--- src/rtl/vga_pixel_engine.sv ---
// VGA pixel engine: H/V timing, byte command decoder, palette and a serializer
// fed by a one-entry pixel-word buffer with backpressure and underflow flag.
module vga_pixel_engine #(
  parameter int unsigned COLOR_W   = 4,
  parameter int unsigned BPP       = 1,
  parameter int unsigned WORD_W    = 8,
  parameter int unsigned H_VISIBLE = 800,
  parameter int unsigned H_FRONT   = 40,
  parameter int unsigned H_SYNC    = 128,
  parameter int unsigned H_BACK    = 88,
  parameter int unsigned V_VISIBLE = 600,
  parameter int unsigned V_FRONT   = 1,
  parameter int unsigned V_SYNC    = 4,
  parameter int unsigned V_BACK    = 23,
  parameter bit          HSYNC_POL = 1'b1,
  parameter bit          VSYNC_POL = 1'b1
) (
  input  logic               clk,
  input  logic               rst,
  input  logic [7:0]         cmd_data,
  input  logic               cmd_valid,
  output logic               cmd_ready,
  output logic               hsync,
  output logic               vsync,
  output logic [COLOR_W-1:0] red,
  output logic [COLOR_W-1:0] green,
  output logic [COLOR_W-1:0] blue,
  output logic [15:0]        hcount,
  output logic [15:0]        vcount,
  output logic               frame_start,
  output logic               underflow,
  output logic               bad_cmd
);

  localparam int unsigned PAL_N   = 1 << BPP;
  localparam int unsigned PPW     = WORD_W / BPP;
  localparam int unsigned PH_W    = (PPW > 1) ? $clog2(PPW) : 1;
  localparam int unsigned RGB_W   = 3 * COLOR_W;
  localparam int unsigned H_TOTAL = H_VISIBLE + H_FRONT + H_SYNC + H_BACK;
  localparam int unsigned V_TOTAL = V_VISIBLE + V_FRONT + V_SYNC + V_BACK;

  localparam logic [15:0] H_VIS  = 16'(H_VISIBLE);
  localparam logic [15:0] H_LAST = 16'(H_TOTAL - 1);
  localparam logic [15:0] H_SS   = 16'(H_VISIBLE + H_FRONT);
  localparam logic [15:0] H_SE   = 16'(H_VISIBLE + H_FRONT + H_SYNC);
  localparam logic [15:0] V_VIS  = 16'(V_VISIBLE);
  localparam logic [15:0] V_LAST = 16'(V_TOTAL - 1);
  localparam logic [15:0] V_SS   = 16'(V_VISIBLE + V_FRONT);
  localparam logic [15:0] V_SE   = 16'(V_VISIBLE + V_FRONT + V_SYNC);

  localparam logic [7:0]  OP_NOP  = 8'h00;
  localparam logic [7:0]  OP_PIX  = 8'h81;
  localparam logic [7:0]  OP_CLR  = 8'h84;
  localparam logic [7:0]  OP_PAL  = 8'h90;
  localparam logic [7:0]  PAL_END = 8'(144 + PAL_N);
  localparam logic [PH_W-1:0] PH_LAST = PH_W'(PPW - 1);

  typedef enum logic [2:0] {
    IDLE,
    ARG_PIX,
    ARG_R,
    ARG_G,
    ARG_B
  } state_t;

  state_t state, state_nxt;

  logic [BPP-1:0]     pal_idx;
  logic [COLOR_W-1:0] r_lat;
  logic [COLOR_W-1:0] g_lat;
  logic [RGB_W-1:0]   pal [PAL_N];

  logic               buf_full;
  logic [WORD_W-1:0]  buf_word;
  logic [WORD_W-1:0]  shifter;
  logic [PH_W-1:0]    phase;

  logic               accept_c;
  logic               buf_wr_c;
  logic               pal_wr_c;
  logic               idx_ld_c;
  logic               r_ld_c;
  logic               g_ld_c;
  logic               flag_clr_c;
  logic               bad_set_c;
  logic               vis_c;
  logic               fetch_c;
  logic [BPP-1:0]     pix_c;
  logic [RGB_W-1:0]   rgb_c;

  // Backpressure only while a pixel argument waits on a full buffer.
  assign cmd_ready = !((state == ARG_PIX) && buf_full);
  assign accept_c  = cmd_valid && cmd_ready;

  always_ff @(posedge clk) begin
    if (rst) state <= IDLE;
    else     state <= state_nxt;
  end

  // Decoder next-state and per-byte strobes.
  always_comb begin
    state_nxt  = state;
    buf_wr_c   = 1'b0;
    pal_wr_c   = 1'b0;
    idx_ld_c   = 1'b0;
    r_ld_c     = 1'b0;
    g_ld_c     = 1'b0;
    flag_clr_c = 1'b0;
    bad_set_c  = 1'b0;
    if (accept_c) begin
      case (state)
        IDLE: begin
          if (cmd_data == OP_PIX) begin
            state_nxt = ARG_PIX;
          end else if ((cmd_data >= OP_PAL) && (cmd_data < PAL_END)) begin
            idx_ld_c  = 1'b1;
            state_nxt = ARG_R;
          end else if (cmd_data == OP_CLR) begin
            flag_clr_c = 1'b1;
          end else if (cmd_data != OP_NOP) begin
            bad_set_c = 1'b1;
          end
        end
        ARG_PIX: begin
          buf_wr_c  = 1'b1;
          state_nxt = IDLE;
        end
        ARG_R: begin
          r_ld_c    = 1'b1;
          state_nxt = ARG_G;
        end
        ARG_G: begin
          g_ld_c    = 1'b1;
          state_nxt = ARG_B;
        end
        ARG_B: begin
          pal_wr_c  = 1'b1;
          state_nxt = IDLE;
        end
        default: state_nxt = IDLE;
      endcase
    end
  end

  // Pixel selection: fresh word at a word boundary, otherwise the shifter.
  always_comb begin
    vis_c   = (hcount < H_VIS) && (vcount < V_VIS);
    fetch_c = vis_c && (phase == '0);
    pix_c   = fetch_c ? buf_word[WORD_W-1 -: BPP] : shifter[WORD_W-1 -: BPP];
    rgb_c   = vis_c ? pal[pix_c] : '0;
  end

  always_ff @(posedge clk) begin
    if (rst) begin
      hcount <= '0;
      vcount <= '0;
    end else if (hcount == H_LAST) begin
      hcount <= '0;
      vcount <= (vcount == V_LAST) ? '0 : vcount + 16'd1;
    end else begin
      hcount <= hcount + 16'd1;
    end
  end

  always_ff @(posedge clk) begin
    if (rst) begin
      phase   <= '0;
      shifter <= '0;
    end else if (vis_c) begin
      phase   <= (phase == PH_LAST) ? '0 : phase + PH_W'(1);
      shifter <= fetch_c ? (buf_word << BPP) : (shifter << BPP);
    end else begin
      phase <= '0;
    end
  end

  // Buffer: a write always lands after a same-cycle fetch has seen it empty.
  always_ff @(posedge clk) begin
    if (rst) begin
      buf_full <= 1'b0;
      buf_word <= '0;
    end else if (buf_wr_c) begin
      buf_full <= 1'b1;
      buf_word <= cmd_data[WORD_W-1:0];
    end else if (fetch_c) begin
      buf_full <= 1'b0;
    end
  end

  always_ff @(posedge clk) begin
    if (rst) begin
      pal_idx <= '0;
      r_lat   <= '0;
      g_lat   <= '0;
      for (int unsigned i = 0; i < PAL_N; i++) pal[i] <= (i == 0) ? '0 : '1;
    end else begin
      if (idx_ld_c) pal_idx <= cmd_data[BPP-1:0];
      if (r_ld_c)   r_lat   <= cmd_data[COLOR_W-1:0];
      if (g_ld_c)   g_lat   <= cmd_data[COLOR_W-1:0];
      if (pal_wr_c) pal[pal_idx] <= {r_lat, g_lat, cmd_data[COLOR_W-1:0]};
    end
  end

  // Sticky flags; the clear opcode wins over a same-cycle set.
  always_ff @(posedge clk) begin
    if (rst) begin
      underflow <= 1'b0;
      bad_cmd   <= 1'b0;
    end else if (flag_clr_c) begin
      underflow <= 1'b0;
      bad_cmd   <= 1'b0;
    end else begin
      if (fetch_c && !buf_full) underflow <= 1'b1;
      if (bad_set_c)            bad_cmd   <= 1'b1;
    end
  end

  always_ff @(posedge clk) begin
    if (rst) begin
      hsync       <= ~HSYNC_POL;
      vsync       <= ~VSYNC_POL;
      red         <= '0;
      green       <= '0;
      blue        <= '0;
      frame_start <= 1'b0;
    end else begin
      hsync       <= ((hcount >= H_SS) && (hcount < H_SE)) ? HSYNC_POL : ~HSYNC_POL;
      vsync       <= ((vcount >= V_SS) && (vcount < V_SE)) ? VSYNC_POL : ~VSYNC_POL;
      red         <= rgb_c[RGB_W-1 -: COLOR_W];
      green       <= rgb_c[2*COLOR_W-1 -: COLOR_W];
      blue        <= rgb_c[COLOR_W-1:0];
      frame_start <= (hcount == '0) && (vcount == '0);
    end
  end

endmodule

--- config.mk ---
export PLATFORM = sky130hd
export DESIGN_NAME = vga_pixel_engine
export DESIGN_NICKNAME = d
export VERILOG_FILES = /design/src/rtl/vga_pixel_engine.sv
export SDC_FILE = /design/constraint.sdc
export NUM_CORES = 1
export LEC_CHECK = 0
export ABC_AREA = 1
export CELL_PAD_IN_SITES_DETAIL_PLACEMENT = 1
export CELL_PAD_IN_SITES_GLOBAL_PLACEMENT = 2
export CORE_MARGIN = 3
export CORE_UTILIZATION = 35
export DETAILED_ROUTE_END_ITERATION = 10
export PLACE_DENSITY = 0.94
export SLEW_MARGIN = 40
export SYNTH_ARGS = -nofsm -noshare
export SYNTH_HDL_FRONTEND = slang
export SYNTH_SLANG_ARGS = --single-unit
--- constraint.sdc ---
create_clock -name clk -period 4 [get_ports clk]
set_clock_uncertainty 0.15 [all_clocks]
set_input_delay 0.4 -clock clk [delete_from_list [all_inputs] [get_ports clk]]
set_output_delay 0.4 -clock clk [all_outputs]
set_load 0.02 [all_outputs]
==> summary.txt <==
Core area: 0.0133 sq mm
Post-Route WL: 12.6 mm
Count of flip-flops with a built-in enable after synthesis: 24
Buffers inserted by post-CTS timing repair: 0
Sw Pwr: 0.525 mW
Total overflow reported by the global router: 0
First DRT Iteration DRCs: 126
Routed vias: 4,215
Number of antenna violations at the first check in global routing: 0
Pin count of the biggest net entering global routing: 32
Cts repair resizes: 0
CTS Hold Buffers Added: 0
Combinational group share of total power: 0.069
Flop and latch count out of synthesis: 104
Dominant synthesized flop cell: dfxtp_1
Type of the tightest min-delay check: flip-flop to flip-flop
Asr flop ratio synth: 0
Yosys warns: 0
Routability Congestion: 0.847
Slew margin rel.: 0.537
Kind of start point of the critical path: flip-flop
Overall global routing resource usage: 0.180
Clk pwr share: 0.407
Number of fill cells in the layout: 1,657
Clock-pin slew of the registers on the worst-case setup and hold paths: 0.07 ns
Switch share: 0.251
Combined flip-flop and latch cell area: 0.00232 sq mm
Element type at the critical path end: flip-flop
Cells after Synth: 620
Total DRC errors in the routed layout: 0
Fraction of the yosys area taken by sequential cells: 0.483
Number of distinct library cells after synthesis: 41
Synthesized area divided by synthesized cell count: 7.75 sq um
Die W: 123 microns
Cell area after synthesis: 0.00480 sq mm
Status: finished, final reports clean
CTS sink cnt: 104
Via count of the first global-routing pass: 4,430
# diodes: 0
Share of layout cells above drive strength 1: 0.0670
Final Total Pwr: 2.10 mW
Layout overhead on the synthesized area: 22.1%
Avg Vias per Cell: 4.88
Worst-case clock buffer depth: 2
Number of max-cap violations: 0
Ratio of final minimum period to clock period: 0.574
List of cells traversed by the critical path: nor2_2 > nand3_2 > nand2_2 > inv_2 > nand4_1 > or2_1 > nand2_1
Top-area cell type share of the netlist area: 0.333
CTS buffer count: 9
CP Data Arrival Time: 2.15 ns
Worst VDD drop: 224 uV
Die area: 0.0152 sq mm
Most frequent cells after synthesis: nor2_1, nand2_1, inv_1
Hold violation count in the final report: 0
H-tree Lvls: 3
Number of slew-limit violations in the final report: 0
Starting density of the core: 0.360
Count leader, synth: nor2_1
Flop pwr share: 0.524
Post-synth net total: 640
Slowest cell on crit path: dfxtp_1
CTS tree: built
ANT nets after route: 0
Pwr/cell area: 357 mW/mm^2
Clock insertion delay at the later pin of the skew report: 0.36 ns
Transition time of the tightest slew-check pin: 0.693 ns
Internal cell power: 1.57 mW
Biggest fanout along the worst timing path: 13
RSZ-0062 raised after global routing: false
Port Buffers: 60
Required arrival time at the worst endpoint: 3.86 ns
First-pass GRT wire length: 21.5 mm
Post-route non-filler standard cell count: 863
Slowest Stage Delay on Critical Path: 0.46 ns
Max Freq: 0.436 GHz
Detailed-route wire length per cell: 14.6 microns
Final setup violation count: 0
Ports placed on the boundary: 61
Y dimension of the die: 123 microns
Cell type with the highest aggregate area in the netlist: dfxtp_1
Minimum clock period after layout: 2.29 ns
Total negative setup slack: 0 ns
Area occupied by multi-input gates: 0.00208 sq mm
Leakage: 2.25 nW
First drt pass iteration count: 4
Cell types occupying the most area after synthesis: dfxtp_1, edfxtp_1, nor2_1
Root cell of the clock tree: clkbuf_16
Half-perimeter wire length after detailed placement: 9.61 mm
Placed Cells: 848
Category of the critical setup timing path: flip-flop to flip-flop
Number of standard-cell rows in the floorplan: 42
Number of nets in the final layout: 703
## sequential cells by signal, indices dropped and copies added (netlist names)
name / flops
pal: 24
hcount: 16
vcount: 16
buf_word: 8
shifter: 7
blue: 4
g_lat: 4
green: 4
r_lat: 4
red: 4
phase: 3
state: 3
bad_cmd: 1
buf_full: 1
frame_start: 1
hsync: 1
pal_idx: 1
underflow: 1
vsync: 1
## path summary, 6_finish.rpt
| check | startpoint | endpoint | slack (ns) | cells past startpoint |
|---|---|---|---|---|
| worst max register to register | state[2] | pal[0][6] | 1.71 | 7 |
| worst min-delay path | buf_word[3] | buf_word[3] | 0.30 | 2 |
| worst max-delay path | state[2] | pal[0][6] | 1.71 | 7 |
| worst min register to register | buf_word[3] | buf_word[3] | 0.30 | 2 |
## cells in the final DEF, fill, tap and decap left out, drive strengths merged, types with 2 or more instances in the layout
master / Yosys / routed
a21oi: 39 / 39
a31oi: 2 / 2
buf: 7 / 3
clkbuf: 4 / 9
clkdlybuf4s50: 0 / 60
clkinvlp: 0 / 2
dfxtp: 80 / 80
edfxtp: 24 / 24
ha: 9 / 9
inv: 91 / 94
nand2: 100 / 100
nand3: 43 / 43
nand4: 15 / 15
nor2: 123 / 123
nor3: 14 / 14
nor4: 3 / 3
o21ai: 44 / 44
or2: 2 / 2
xnor2: 2 / 2
xor2: 9 / 9
## metrics by stage
| stage | area (sq um) | worst slack (ns) | util | hold slack (ns) |
|---|---|---|---|---|
| 3_5_place_dp | 5590 | 1.37 | 0.419 | 0.294 |
| 4_1_cts | 5860 | 1.68 | 0.439 | 0.303 |
| 5_1_grt | 5860 | 1.46 | 0.439 | 0.323 |
| 2_1_floorplan | 4800 | 1.64 | - | 0.267 |
| 6_report | 5860 | 1.71 | 0.439 | 0.301 |
| 3_3_place_gp | 5590 | 1.49 | 0.419 | 0.279 |
## logic make-up (layout without fill, tap and decap cells)
| logic type | count (synthesis) | in the layout | share of synthesized area |
|---|---|---|---|
| simple gates | 303 | 303 | 0.290 |
| flops | 104 | 104 | 0.483 |
| buf+inv | 102 | 169 | 0.0839 |
| compound gates | 91 | 91 | 0.0992 |
| xor+xnor | 11 | 11 | 0.0201 |
| fa+ha+maj | 9 | 9 | 0.0234 |
## routing by layer
metal	track usage	vias up	routed length, microns
met4	0.0692	0	220
li1	-	2134	-
met2	0.297	69	6130
met3	0.0430	13	494
met5	0	-	0
met1	0.227	1999	5750
## layout make-up
cell class                      count  share of cell area
Sequential cell                   104               0.396
Multi-Input combinational cell    414               0.355
Timing Repair Buffer               63               0.106
Inverter                           91              0.0582
Clock buffer                        9              0.0384
Tap cell                          176              0.0376
Clock inverter                      6             0.00896
## worst max-delay path, delay by kind of cell, from the launching register on
kind	cells	cell delay, ns
buffers and inverters	1	0.12
DFF	1	0.46
and+or+nand+nor	6	1.22
## power by group through the flow
stage	sequential, mW	combinational (mW)	clock (mW)
2_1_floorplan	1.13	0.0741	0
3_3_place_gp	1.12	0.140	0
3_5_place_dp	1.12	0.145	0
4_1_cts	1.10	0.146	0.877
5_1_grt	1.10	0.161	0.916
6_report	1.10	0.144	0.853
Power figures use the tool's default switching activity.
